[config.mk]
export PLATFORM = sky130hd
export DESIGN_NAME = rv_mem_bridge_flat
export DESIGN_NICKNAME = d
export VERILOG_FILES = /design/src/rtl/rv_mem_pkg.sv /design/src/rtl/rv_mem_bridge_if.sv /design/src/rtl/rv_addr_decode.sv /design/src/rtl/rv_mem_bridge.sv /design/src/flat_wrapper.sv
export SDC_FILE = /design/constraint.sdc
export NUM_CORES = 1
export LEC_CHECK = 0
export CORE_ASPECT_RATIO = 0.9
export CORE_UTILIZATION = 36
export CTS_BUF_LIST = sky130_fd_sc_hd__clkbuf_16
export CTS_CLUSTER_SIZE = 14
export DETAILED_ROUTE_END_ITERATION = 10
export HOLD_SLACK_MARGIN = 0.03
export MAX_ROUTING_LAYER = met4
export PLACE_DENSITY = 0.78
export SLEW_MARGIN = 20
export SYNTH_ARGS = -nofsm -noshare
export SYNTH_HDL_FRONTEND = slang
export SYNTH_HIERARCHICAL = 1
export SYNTH_SLANG_ARGS = --single-unit
[constraint.sdc]
create_clock -name clk -period 2 [get_ports clk]
set_input_delay 0.2 -clock clk [delete_from_list [all_inputs] [get_ports clk]]
set_output_delay 0.2 -clock clk [all_outputs]
set_load 0.01 [all_outputs]
[src/rtl/rv_mem_pkg.sv]
// rv_mem_pkg: shared types and default geometry for the rv_m_* memory bridge.
//   state_t  - bridge sequencer states
//   region_t - address decode result
package rv_mem_pkg;

    localparam int unsigned DEF_IMEM_WORDS  = 64;
    localparam int unsigned DEF_DMEM_WORDS  = 64;
    localparam logic [31:0] DEF_DMEM_BASE   = 32'h0000_1000;
    localparam int unsigned DEF_WAIT_CYCLES = 1;

    typedef enum logic [1:0] {
        IDLE  = 2'd0,
        ISSUE = 2'd1,
        WAIT  = 2'd2,
        RESP  = 2'd3
    } state_t;

    typedef enum logic [1:0] {
        REG_IMEM = 2'd0,
        REG_DMEM = 2'd1,
        REG_NONE = 2'd2
    } region_t;

endpackage

[src/rtl/rv_mem_bridge_if.sv]
// rv_mem_bridge_if: core-side rv_m_* request/response bundle.
//   master: core (drives valid/rw/addr/wrdata, receives rdata/ready/err)
//   slave : memory bridge
interface rv_mem_bridge_if;

    logic        rv_m_valid;
    logic        rv_m_rw;
    logic [31:0] rv_m_addr;
    logic [31:0] rv_m_wrdata;
    logic [31:0] rv_m_rdata;
    logic        rv_m_ready;
    logic        rv_m_err;

    modport master (
        output rv_m_valid, rv_m_rw, rv_m_addr, rv_m_wrdata,
        input  rv_m_rdata, rv_m_ready, rv_m_err
    );

    modport slave (
        input  rv_m_valid, rv_m_rw, rv_m_addr, rv_m_wrdata,
        output rv_m_rdata, rv_m_ready, rv_m_err
    );

endinterface

[src/rtl/rv_addr_decode.sv]
// rv_addr_decode: combinational region decode for one rv_m_* request.
//   addr_i   - byte address
//   rw_i     - 1 = write
//   region_o - REG_IMEM / REG_DMEM / REG_NONE
//   widx_o   - word index relative to the region base (truncated to IDXW)
//   err_o    - misaligned, write to ROM, or unmapped
module rv_addr_decode
    import rv_mem_pkg::*;
#(
    parameter int unsigned IMEM_WORDS = DEF_IMEM_WORDS,
    parameter int unsigned DMEM_WORDS = DEF_DMEM_WORDS,
    parameter logic [31:0] DMEM_BASE  = DEF_DMEM_BASE,
    parameter int unsigned IDXW       = 6
) (
    input  logic [31:0]     addr_i,
    input  logic            rw_i,
    output region_t         region_o,
    output logic [IDXW-1:0] widx_o,
    output logic            err_o
);

    localparam logic [31:0] IMEM_LIMIT = 32'(IMEM_WORDS * 4);
    localparam logic [31:0] DMEM_LIMIT = DMEM_BASE + 32'(DMEM_WORDS * 4);

    logic [31:0] offset;

    always_comb begin
        region_o = REG_NONE;
        offset   = '0;
        if (addr_i < IMEM_LIMIT) begin
            region_o = REG_IMEM;
            offset   = addr_i;
        end else if ((addr_i >= DMEM_BASE) && (addr_i < DMEM_LIMIT)) begin
            region_o = REG_DMEM;
            offset   = addr_i - DMEM_BASE;
        end
        widx_o = IDXW'(offset >> 2);
        err_o  = (addr_i[1:0] != 2'b00) || (region_o == REG_NONE) ||
                 ((region_o == REG_IMEM) && rw_i);
    end

endmodule

[src/rtl/rv_mem_bridge.sv]
// rv_mem_bridge: turns rv_m_* requests into registered ROM/RAM accesses.
//   clk, reset         - clock, synchronous active-high reset
//   bus (slave)        - rv_m_* request/response
//   imem_en/addr/rdata - instruction ROM port (read-only)
//   dmem_en/we/addr/wdata/rdata - data RAM port
// Every output comes straight from a flop.
module rv_mem_bridge
    import rv_mem_pkg::*;
#(
    parameter int unsigned IMEM_WORDS  = DEF_IMEM_WORDS,
    parameter int unsigned DMEM_WORDS  = DEF_DMEM_WORDS,
    parameter logic [31:0] DMEM_BASE   = DEF_DMEM_BASE,
    parameter int unsigned WAIT_CYCLES = DEF_WAIT_CYCLES,
    localparam int unsigned IAW  = $clog2(IMEM_WORDS),
    localparam int unsigned DAW  = $clog2(DMEM_WORDS)
) (
    input  logic                 clk,
    input  logic                 reset,
    rv_mem_bridge_if.slave       bus,
    output logic                 imem_en,
    output logic [IAW-1:0]       imem_addr,
    input  logic [31:0]          imem_rdata,
    output logic                 dmem_en,
    output logic                 dmem_we,
    output logic [DAW-1:0]       dmem_addr,
    output logic [31:0]          dmem_wdata,
    input  logic [31:0]          dmem_rdata
);

    localparam int unsigned IDXW = (IAW > DAW) ? IAW : DAW;
    localparam int unsigned CW   = $clog2(WAIT_CYCLES + 1);

    region_t         dec_region;
    logic [IDXW-1:0] dec_widx;
    logic            dec_err;

    rv_addr_decode #(
        .IMEM_WORDS (IMEM_WORDS),
        .DMEM_WORDS (DMEM_WORDS),
        .DMEM_BASE  (DMEM_BASE),
        .IDXW       (IDXW)
    ) u_dec (
        .addr_i   (bus.rv_m_addr),
        .rw_i     (bus.rv_m_rw),
        .region_o (dec_region),
        .widx_o   (dec_widx),
        .err_o    (dec_err)
    );

    state_t         state_q, state_d;
    logic [CW-1:0]  cnt_q, cnt_d;
    logic           rw_q, rw_d;
    region_t        region_q, region_d;
    logic           imem_en_q, imem_en_d;
    logic [IAW-1:0] imem_addr_q, imem_addr_d;
    logic           dmem_en_q, dmem_en_d;
    logic           dmem_we_q, dmem_we_d;
    logic [DAW-1:0] dmem_addr_q, dmem_addr_d;
    logic [31:0]    dmem_wdata_q, dmem_wdata_d;
    logic [31:0]    rdata_q, rdata_d;
    logic           ready_q, ready_d;
    logic           err_q, err_d;

    always_ff @(posedge clk) begin
        if (reset) begin
            state_q      <= IDLE;
            cnt_q        <= '0;
            rw_q         <= 1'b0;
            region_q     <= REG_NONE;
            imem_en_q    <= 1'b0;
            imem_addr_q  <= '0;
            dmem_en_q    <= 1'b0;
            dmem_we_q    <= 1'b0;
            dmem_addr_q  <= '0;
            dmem_wdata_q <= '0;
            rdata_q      <= '0;
            ready_q      <= 1'b0;
            err_q        <= 1'b0;
        end else begin
            state_q      <= state_d;
            cnt_q        <= cnt_d;
            rw_q         <= rw_d;
            region_q     <= region_d;
            imem_en_q    <= imem_en_d;
            imem_addr_q  <= imem_addr_d;
            dmem_en_q    <= dmem_en_d;
            dmem_we_q    <= dmem_we_d;
            dmem_addr_q  <= dmem_addr_d;
            dmem_wdata_q <= dmem_wdata_d;
            rdata_q      <= rdata_d;
            ready_q      <= ready_d;
            err_q        <= err_d;
        end
    end

    // Outputs are registered, so each _d value computed here becomes visible
    // in the state being entered: strobes appear during ISSUE, ready during RESP.
    always_comb begin
        state_d      = state_q;
        cnt_d        = cnt_q;
        rw_d         = rw_q;
        region_d     = region_q;
        imem_en_d    = 1'b0;
        imem_addr_d  = imem_addr_q;
        dmem_en_d    = 1'b0;
        dmem_we_d    = 1'b0;
        dmem_addr_d  = dmem_addr_q;
        dmem_wdata_d = dmem_wdata_q;
        rdata_d      = rdata_q;
        ready_d      = 1'b0;
        err_d        = err_q;

        unique case (state_q)
            IDLE: begin
                if (bus.rv_m_valid) begin
                    rw_d     = bus.rv_m_rw;
                    region_d = dec_region;
                    if (dec_err) begin
                        state_d = RESP;
                        ready_d = 1'b1;
                        err_d   = 1'b1;
                        rdata_d = '0;
                    end else begin
                        state_d = ISSUE;
                        err_d   = 1'b0;
                        if (dec_region == REG_IMEM) begin
                            imem_en_d   = 1'b1;
                            imem_addr_d = dec_widx[IAW-1:0];
                        end else begin
                            dmem_en_d    = 1'b1;
                            dmem_we_d    = bus.rv_m_rw;
                            dmem_addr_d  = dec_widx[DAW-1:0];
                            dmem_wdata_d = bus.rv_m_wrdata;
                        end
                    end
                end
            end
            ISSUE: begin
                cnt_d   = CW'(WAIT_CYCLES);
                state_d = WAIT;
            end
            WAIT: begin
                cnt_d = cnt_q - CW'(1);
                if (cnt_q == CW'(1)) begin
                    if (rw_q)
                        rdata_d = '0;
                    else if (region_q == REG_IMEM)
                        rdata_d = imem_rdata;
                    else
                        rdata_d = dmem_rdata;
                    ready_d = 1'b1;
                    state_d = RESP;
                end
            end
            RESP: begin
                state_d = IDLE;
            end
            default: state_d = IDLE;
        endcase
    end

    assign bus.rv_m_rdata = rdata_q;
    assign bus.rv_m_ready = ready_q;
    assign bus.rv_m_err   = err_q;
    assign imem_en        = imem_en_q;
    assign imem_addr      = imem_addr_q;
    assign dmem_en        = dmem_en_q;
    assign dmem_we        = dmem_we_q;
    assign dmem_addr      = dmem_addr_q;
    assign dmem_wdata     = dmem_wdata_q;

endmodule

[src/flat_wrapper.sv]
// flat-port wrapper written by rule: the top's interface ports become plain ports
module rv_mem_bridge_flat import rv_mem_pkg::*;
#(
    parameter int unsigned IMEM_WORDS  = DEF_IMEM_WORDS,
    parameter int unsigned DMEM_WORDS  = DEF_DMEM_WORDS,
    parameter logic [31:0] DMEM_BASE   = DEF_DMEM_BASE,
    parameter int unsigned WAIT_CYCLES = DEF_WAIT_CYCLES,
    localparam int unsigned IAW  = $clog2(IMEM_WORDS),
    localparam int unsigned DAW  = $clog2(DMEM_WORDS)
)
  (clk, reset, imem_en, imem_addr, imem_rdata, dmem_en, dmem_we, dmem_addr, dmem_wdata, dmem_rdata, bus_rv_m_valid, bus_rv_m_rw, bus_rv_m_addr, bus_rv_m_wrdata, bus_rv_m_rdata, bus_rv_m_ready, bus_rv_m_err);
  rv_mem_bridge_if bus_i ();
  input  logic clk;
  input  logic reset;
  output logic imem_en;
  output logic [IAW-1:0] imem_addr;
  input  logic [31:0] imem_rdata;
  output logic dmem_en;
  output logic dmem_we;
  output logic [DAW-1:0] dmem_addr;
  output logic [31:0] dmem_wdata;
  input  logic [31:0] dmem_rdata;
  input wire logic [$bits(bus_i.rv_m_valid)-1:0] bus_rv_m_valid;
  input wire logic [$bits(bus_i.rv_m_rw)-1:0] bus_rv_m_rw;
  input wire logic [$bits(bus_i.rv_m_addr)-1:0] bus_rv_m_addr;
  input wire logic [$bits(bus_i.rv_m_wrdata)-1:0] bus_rv_m_wrdata;
  output wire logic [$bits(bus_i.rv_m_rdata)-1:0] bus_rv_m_rdata;
  output wire logic [$bits(bus_i.rv_m_ready)-1:0] bus_rv_m_ready;
  output wire logic [$bits(bus_i.rv_m_err)-1:0] bus_rv_m_err;
  assign bus_i.rv_m_valid = bus_rv_m_valid;
  assign bus_i.rv_m_rw = bus_rv_m_rw;
  assign bus_i.rv_m_addr = bus_rv_m_addr;
  assign bus_i.rv_m_wrdata = bus_rv_m_wrdata;
  assign bus_rv_m_rdata = bus_i.rv_m_rdata;
  assign bus_rv_m_ready = bus_i.rv_m_ready;
  assign bus_rv_m_err = bus_i.rv_m_err;
  rv_mem_bridge #(.IMEM_WORDS(IMEM_WORDS), .DMEM_WORDS(DMEM_WORDS), .DMEM_BASE(DMEM_BASE), .WAIT_CYCLES(WAIT_CYCLES)) u_core (.clk(clk), .reset(reset), .bus(bus_i), .imem_en(imem_en), .imem_addr(imem_addr), .imem_rdata(imem_rdata), .dmem_en(dmem_en), .dmem_we(dmem_we), .dmem_addr(dmem_addr), .dmem_wdata(dmem_wdata), .dmem_rdata(dmem_rdata));
endmodule
==> run_results.csv, run 1 <==
group,metric,value,unit
pwr,p_comb_share,40.0,%
min_path,hp-class,"in2reg",
synthesis,synthArstFlopShare,0,%
global_routing,antenna_found_initial,0,
pwr,vdd_drop_max,502,uV
global_routing,grt_usage,23.0,%
synthesis,synth-xor-area-share,0,%
synthesis,muxShareOfSynthArea,8.03,%
synthesis,ys_seq_area_share,42.3,%
placed_design,port_buffers,212,
placed_design,hpwl,9.33,mm
clocking,clkTransAtPathRegs,0.06,ns
setup_path,required,2.20,ns
placed_design,post-place-cells,826,
sta,tightest_slew,0.553,ns
die,fp.dieW,115,um
sta,final.min_clock_period,1.93,ns
setup_path,crit_type,"in2reg",
run,max-cap-violations,0,
setup_path,crit_path_start_kind,"input pin",
pwr,p_int,4.06,mW
global_routing,gr-total-overflow,0,
sta,fmax,0.518,GHz
synthesis,synthDistinctLibCells,36,
clocking,htree_num_levels,3,
clocking,cts_tree,"built",
drt,wl_per_cell,16.5,um
pwr,seqPwrFrac,33.5,%
pwr,power_density,856,nW/um^2
synthesis,synth_top_family_by_area,"compound AO/OA/AOI/OAI gates",
synthesis,synth_edf_count,0,
drt,drtPass1Iterations,5,
placed_design,gp_congestion,0.823,
pwr,p_sw_share,31.7,%
setup_path,cp_max_fo,23,
clocking,cts_buffers,9,
synthesis,mappedNetlistNets,629,
synthesis,synth-compound-area-share,22.5,%
sta,hold_violations,0,
sta,rsz0062_at_grt,"yes",
min_path,min-delay-start,"reset",
clocking,clock-sinks,87,
synthesis,synth_flop_cell,"dfxtp_1",
setup_path,startpoint,"bus_rv_m_addr[29]",
sta,setup_viol,0,
cells_and_area,instances_no_fill,851,
clocking,clk_path_buf_depth,2,
die,rows,36,
pwr,finalPower,5.94,mW
outcome,status,"completed",
drt,ant_nets,0,
synthesis,avgSynthCellArea,8.35,sq um
cells_and_area,layout.nets,830,
global_routing,grt_pass1_wl,20.9,mm
setup_path,r2r-start,"u_core/state_q[1]$_SDFFE_PP0P_",
die,io_pins,213,
drt,via_per_inst,5.25,
synthesis,syn_area,4120,sq um
drt,finalWirelength,14.0,mm
die,dieArea,11900,sq um
die,die_height,103,um
cells_and_area,drive_above_1_share,9.30,%
die,core_area,11000,sq um
synthesis,syn_inst,493,
synthesis,synthSimpleGateAreaFrac,20.3,%
global_routing,grt_max_degree,56,
clocking,cts-root-buf,"clkbuf_16",
drt,num_vias,4472,
die,start_util,37.4,%
synthesis,ys_ff_latch,87,
setup_path,cp-end-kind,"flop",
sta,clock_skew,0.00826,ns
pwr,power.switching,1.88,mW
drt,drc,0,
setup_path,arrival,2.13,ns
synthesis,synthAdderAreaFrac,1.22,%
sta,period_share,96.5,%
synthesis,yosys_warnings,6,
clocking,clkLatencyLatePin,0.33,ns
drt,drt_iter0_drc,218,
pwr,p_clk_share,26.5,%
pwr,leakage,2.51,nW
cells_and_area,antenna_cells,0,
cells_and_area,area_growth,68.7,%
sta,finalMaxSlewViolations,0,
sta,max-slew-margin-rel,63.1,%
global_routing,grt_pass1_vias,4378,
## Yosys cell counts (all sizes together), types with 6 or more instances
cell	instances	share of area, %
nand2	37	3.4
a21oi	50	6.1
o21a	31	5.7
nand3	50	6.1
mux2i	33	8.0
buf	10	1.6
nor2	6	0.73
o21ai	77	9.4
and3	8	1.2
nor3b	32	5.8
clkbuf	40	3.6
dfxtp	87	42
## layer usage
layer  track usage (%)  part of all wire, %
met5                 -                    0
met4              5.99                  1.3
met3              4.02                  7.7
met2              42.0                   50
met1              26.2                   41
## power by group through the flow
stage	Sequential, mW	Clock, mW	Combinational [mW]
detailed placement	2.03	0	1.94
finish	1.99	1.57	2.38
floorplan	2.05	0	1.22
global placement	2.02	0	1.89
global route	2.01	1.68	2.53
CTS	1.99	1.61	2.26
## layout by cell type, fill, tap and decap left out, drive strengths merged, types with 2 or more instances in the layout
cell type	instances
nand2	37
a21oi	50
clkbuf	11
nand3	50
a311oi	2
dlymetal6s2s	2
and3	8
nand2b	3
o21a	31
ha	4
dfxtp	87
clkinv	4
or4	2
nor2	7
nor4	3
dlygate4sd2	6
mux2i	33
o21ai	77
nor3b	32
buf	26
nor3	3
clkdlybuf4s50	203
inv	6
## path summary, 6_finish.rpt
kind | end | slack [ns] | cells after the start
setup / recovery | u_core/imem_addr[1]$_SDFFE_PP0P_ | 0.07 | 9
hold reg to reg | u_core/bus.rv_m_rdata[7]$_SDFFE_PP0P_ | 0.46 | 2
setup reg to reg | u_core/bus.rv_m_rdata[9]$_SDFFE_PP0P_ | 0.10 | 6
hold / removal | u_core/bus.rv_m_rdata[9]$_SDFFE_PP0P_ | 0.17 | 2
## registers in the layout, indices dropped and copies added (netlist names)
register               count
u_core/bus.rv_m_ready      1
u_core/bus.rv_m_rdata     32
u_core/rw_q                1
u_core/bus.rv_m_err        1
u_core/state_q             2
u_core/dmem_we             1
u_core/imem_en             1
u_core/cnt_q               1
u_core/dmem_addr           6
u_core/region_q            2
u_core/dmem_wdata         32
u_core/imem_addr           6
u_core/dmem_en             1
## kinds of logic after synthesis
group / count (synthesis)
and+or+nand+nor: 151
adders and majority gates: 4
AOI/OAI and AO/OA: 164
DFF: 87
muxes: 33
buffers and inverters: 54
## area by class of cell
cell class                      count  area (sq um)
Clock buffer                        9           225
Multi-Input combinational cell    353          2220
Sequential cell                    87          1740
Tap cell                          152           190
Timing Repair Buffer              239          2490
Clock inverter                      7          55.1
Fill cell                         962          4050
Inverter                            4          15.0
## metrics by stage
step | setup TNS [ns] | hold slack [ns] | worst slack, ns | util (%) | cell area (sq um)
2_1_floorplan | 0 | 0.322 | 0.00575 | - | 4120
3_3_place_gp | -37.79 | 0.446 | -0.601 | 58.6 | 6440
3_5_place_dp | -42.99 | 0.453 | -0.691 | 58.6 | 6440
4_1_cts | 0 | 0.155 | 0.0305 | 62.5 | 6860
5_1_grt | -0.00913 | 0.173 | -0.00913 | 63.2 | 6940
6_report | 0 | 0.165 | 0.0709 | 63.2 | 6940
## critical path: stages
cell and delay, ns:
clkdlybuf4s50_1 0.41, nor4_1 0.27, and4_4 0.32, nand2_4 0.09, buf_4 0.15, or2_4 0.28, buf_12 0.17, o21ai_1 0.15
a21oi_1 0.08
## repair_timing
item | CTS | global route
pin swaps | 6 | 6
setup endpoints to repair | 78 | 43
endpoints found under the hold margin | 0 | 0
hold buffers | 0 | 0
resized for setup | 22 | 8
setup buffers | 2 | 1
cloned | 4 | 2
Note: power is estimated with default switching activity, not from simulation.
==> run 2: changes to the inputs <==
- clock period: 2 -> 1.65 ns (I/O delays scaled with it)
==> run 2 against run 1 <==
Compared with the run above: critical path depth unchanged; the run now ends with negative setup slack left; hold slack got worse by 0.034 ns; design area increased by 17%; first-iteration DRC count increased by 5.5%; global-route usage increased by 3.1 points; combinational power increased by 54%; clock skew about the same; final cell count increased by 4.0%; die area unchanged; clock power increased by 46%.
==> run_results.csv, run 2 (synthesized netlist as in run 1, its figures left out) <==
group,metric,value,unit
run,max-cap-violations,0,
drt,wl_per_cell,20.1,um
die,fp.dieW,115,um
outcome,status,"finished with violations",
sta,final.min_clock_period,1.82,ns
sta,period_share,110,%
cells_and_area,final_common_cell,"clkdlybuf4s50_1",
die,io_pins,213,
drt,num_vias,4885,
clocking,ctsHoldBuffers,0,
drt,finalWirelength,17.8,mm
global_routing,grt_usage,26.1,%
global_routing,grt_pass1_wl,23.3,mm
cells_and_area,seq_area,1750,sq um
drt,ant_nets,0,
pwr,vdd_drop_max,1080,uV
sta,hold_ws,0.132,ns
clocking,clk_path_buf_depth,2,
sta,fmax,0.549,GHz
setup_path,cp_max_fo,8,
setup_path,cp-end-kind,"flop",
pwr,finalPower,8.42,mW
cells_and_area,num-fill-cells,777,
clocking,clock-sinks,87,
outcome,failed_checks,"negative setup slack",
clocking,cts_tree,"built",
die,die_height,103,um
clocking,clkLatencyLatePin,0.33,ns
die,rows,36,
pwr,power_density,1040,nW/um^2
drt,drtPass1Iterations,5,
drt,drc,0,
cells_and_area,multiInputGateArea,2830,sq um
sta,rsz0062_at_grt,"yes",
drt,via_per_inst,5.52,
die,start_util,37.4,%
pwr,leakage,2.86,nW
global_routing,antenna_found_initial,1,
clocking,cts-root-buf,"clkbuf_16",
setup_path,crit_slowest_cell,"or4_4",
setup_path,cpPeakStageDelay,0.54,ns
die,core_area,11000,sq um
sta,clock_skew,0.00873,ns
global_routing,grt_pass1_vias,4533,
cells_and_area,final_core_util,73.8,%
global_routing,gr-total-overflow,0,
setup_path,path_delay_family,"simple AND/OR/NAND/NOR gates",
min_path,hp-class,"in2reg",
sta,hold_violations,0,
placed_design,port_buffers,212,
die,dieArea,11900,sq um
drt,drt_iter0_drc,230,
setup_path,crit_path_start_kind,"input pin",
global_routing,grt_max_degree,59,
cells_and_area,layout.nets,864,
sta,setup_viol,77,
setup_path,required,1.90,ns
sta,max-slew-margin-rel,44.7,%
setup_path,arrival,2.07,ns
sta,tightest_slew,0.830,ns
setup_path,cp_num_buf_inv,3,
cells_and_area,drive_above_1_share,28.1,%
sta,finalMaxSlewViolations,0,
setup_path,crit_type,"in2reg",
placed_design,dpl_worst_slack,-0.639,ns
cells_and_area,area_growth,97.2,%
clocking,clkTransAtPathRegs,0.06,ns
placed_design,hpwl,9.41,mm
setup_path,cp_cell_sequence,"buf_6, or4_4, nor2_4, buf_6, and3_4, or2_4, clkbuf_16, nand3_4, a21oi_2",
sta,fin_ws,-0.170,ns
placed_design,gp_congestion,0.843,
cells_and_area,layout_common_cells,"clkdlybuf4s50_1 (186), dfxtp_1 (83), nand2_1 (36)",
setup_path,cpMostUsedCell,"buf_6",
clocking,htree_num_levels,3,
clocking,cts_buffers,9,
[run 2: routing by layer]
layer  share of wire [%]  global-route usage (%)
met5                   0                       -
met1                  40                    30.7
met4                 3.6                    9.29
met3                 5.9                    4.37
met2                  51                    45.2
[run 2: layout make-up]
cell class / instances / share of cell area (%)
antenna: 1 / 0.0308
clock buffer: 9 / 2.78
clock inverter: 6 / 1.36
inverter: 4 / 0.247
multi-input combinational: 352 / 34.8
sequential: 87 / 21.6
tap: 152 / 2.34
timing repair buffer: 274 / 36.9
[run 2: per-stage QoR]
stage                     area, sq um  std cells  setup TNS [ns]
after floorplan                  4190        493          -10.18
after global routing             8110        885           -8.17
final                            8110        885           -5.45
after global placement           6560        839          -44.00
after CTS                        7350        873           -1.07
after detailed placement         6560        839          -48.17
[run 2: timing repair]
action	4_1_cts	5_1_grt
setup buffers	12	3
cloned	8	10
resized for setup	98	129
setup endpoints to repair	81	77
pin swaps	18	72
[run 2: final timing paths]
check        slack, ns                             startpoint                                     to  cells after the start
min               0.13                                  reset  u_core/bus.rv_m_rdata[9]$_SDFFE_PP0P_                      2
min reg2reg       0.46  u_core/bus.rv_m_rdata[4]$_SDFFE_PP0P_  u_core/bus.rv_m_rdata[4]$_SDFFE_PP0P_                      2
max              -0.17                      bus_rv_m_addr[23]      u_core/dmem_wdata[2]$_SDFFE_PP0P_                      9
max reg2reg      -0.10         u_core/state_q[0]$_SDFFE_PP0P_  u_core/bus.rv_m_rdata[9]$_SDFFE_PP0P_                      7
[run 2: report_power, final]
group | leakage, nW | switching [mW] | internal [mW] | total, mW
logic | 1.99 | 1.51 | 2.15 | 3.66
registers | 0.704 | 0.167 | 2.30 | 2.47
clock network | 0.159 | 0.831 | 1.47 | 2.30
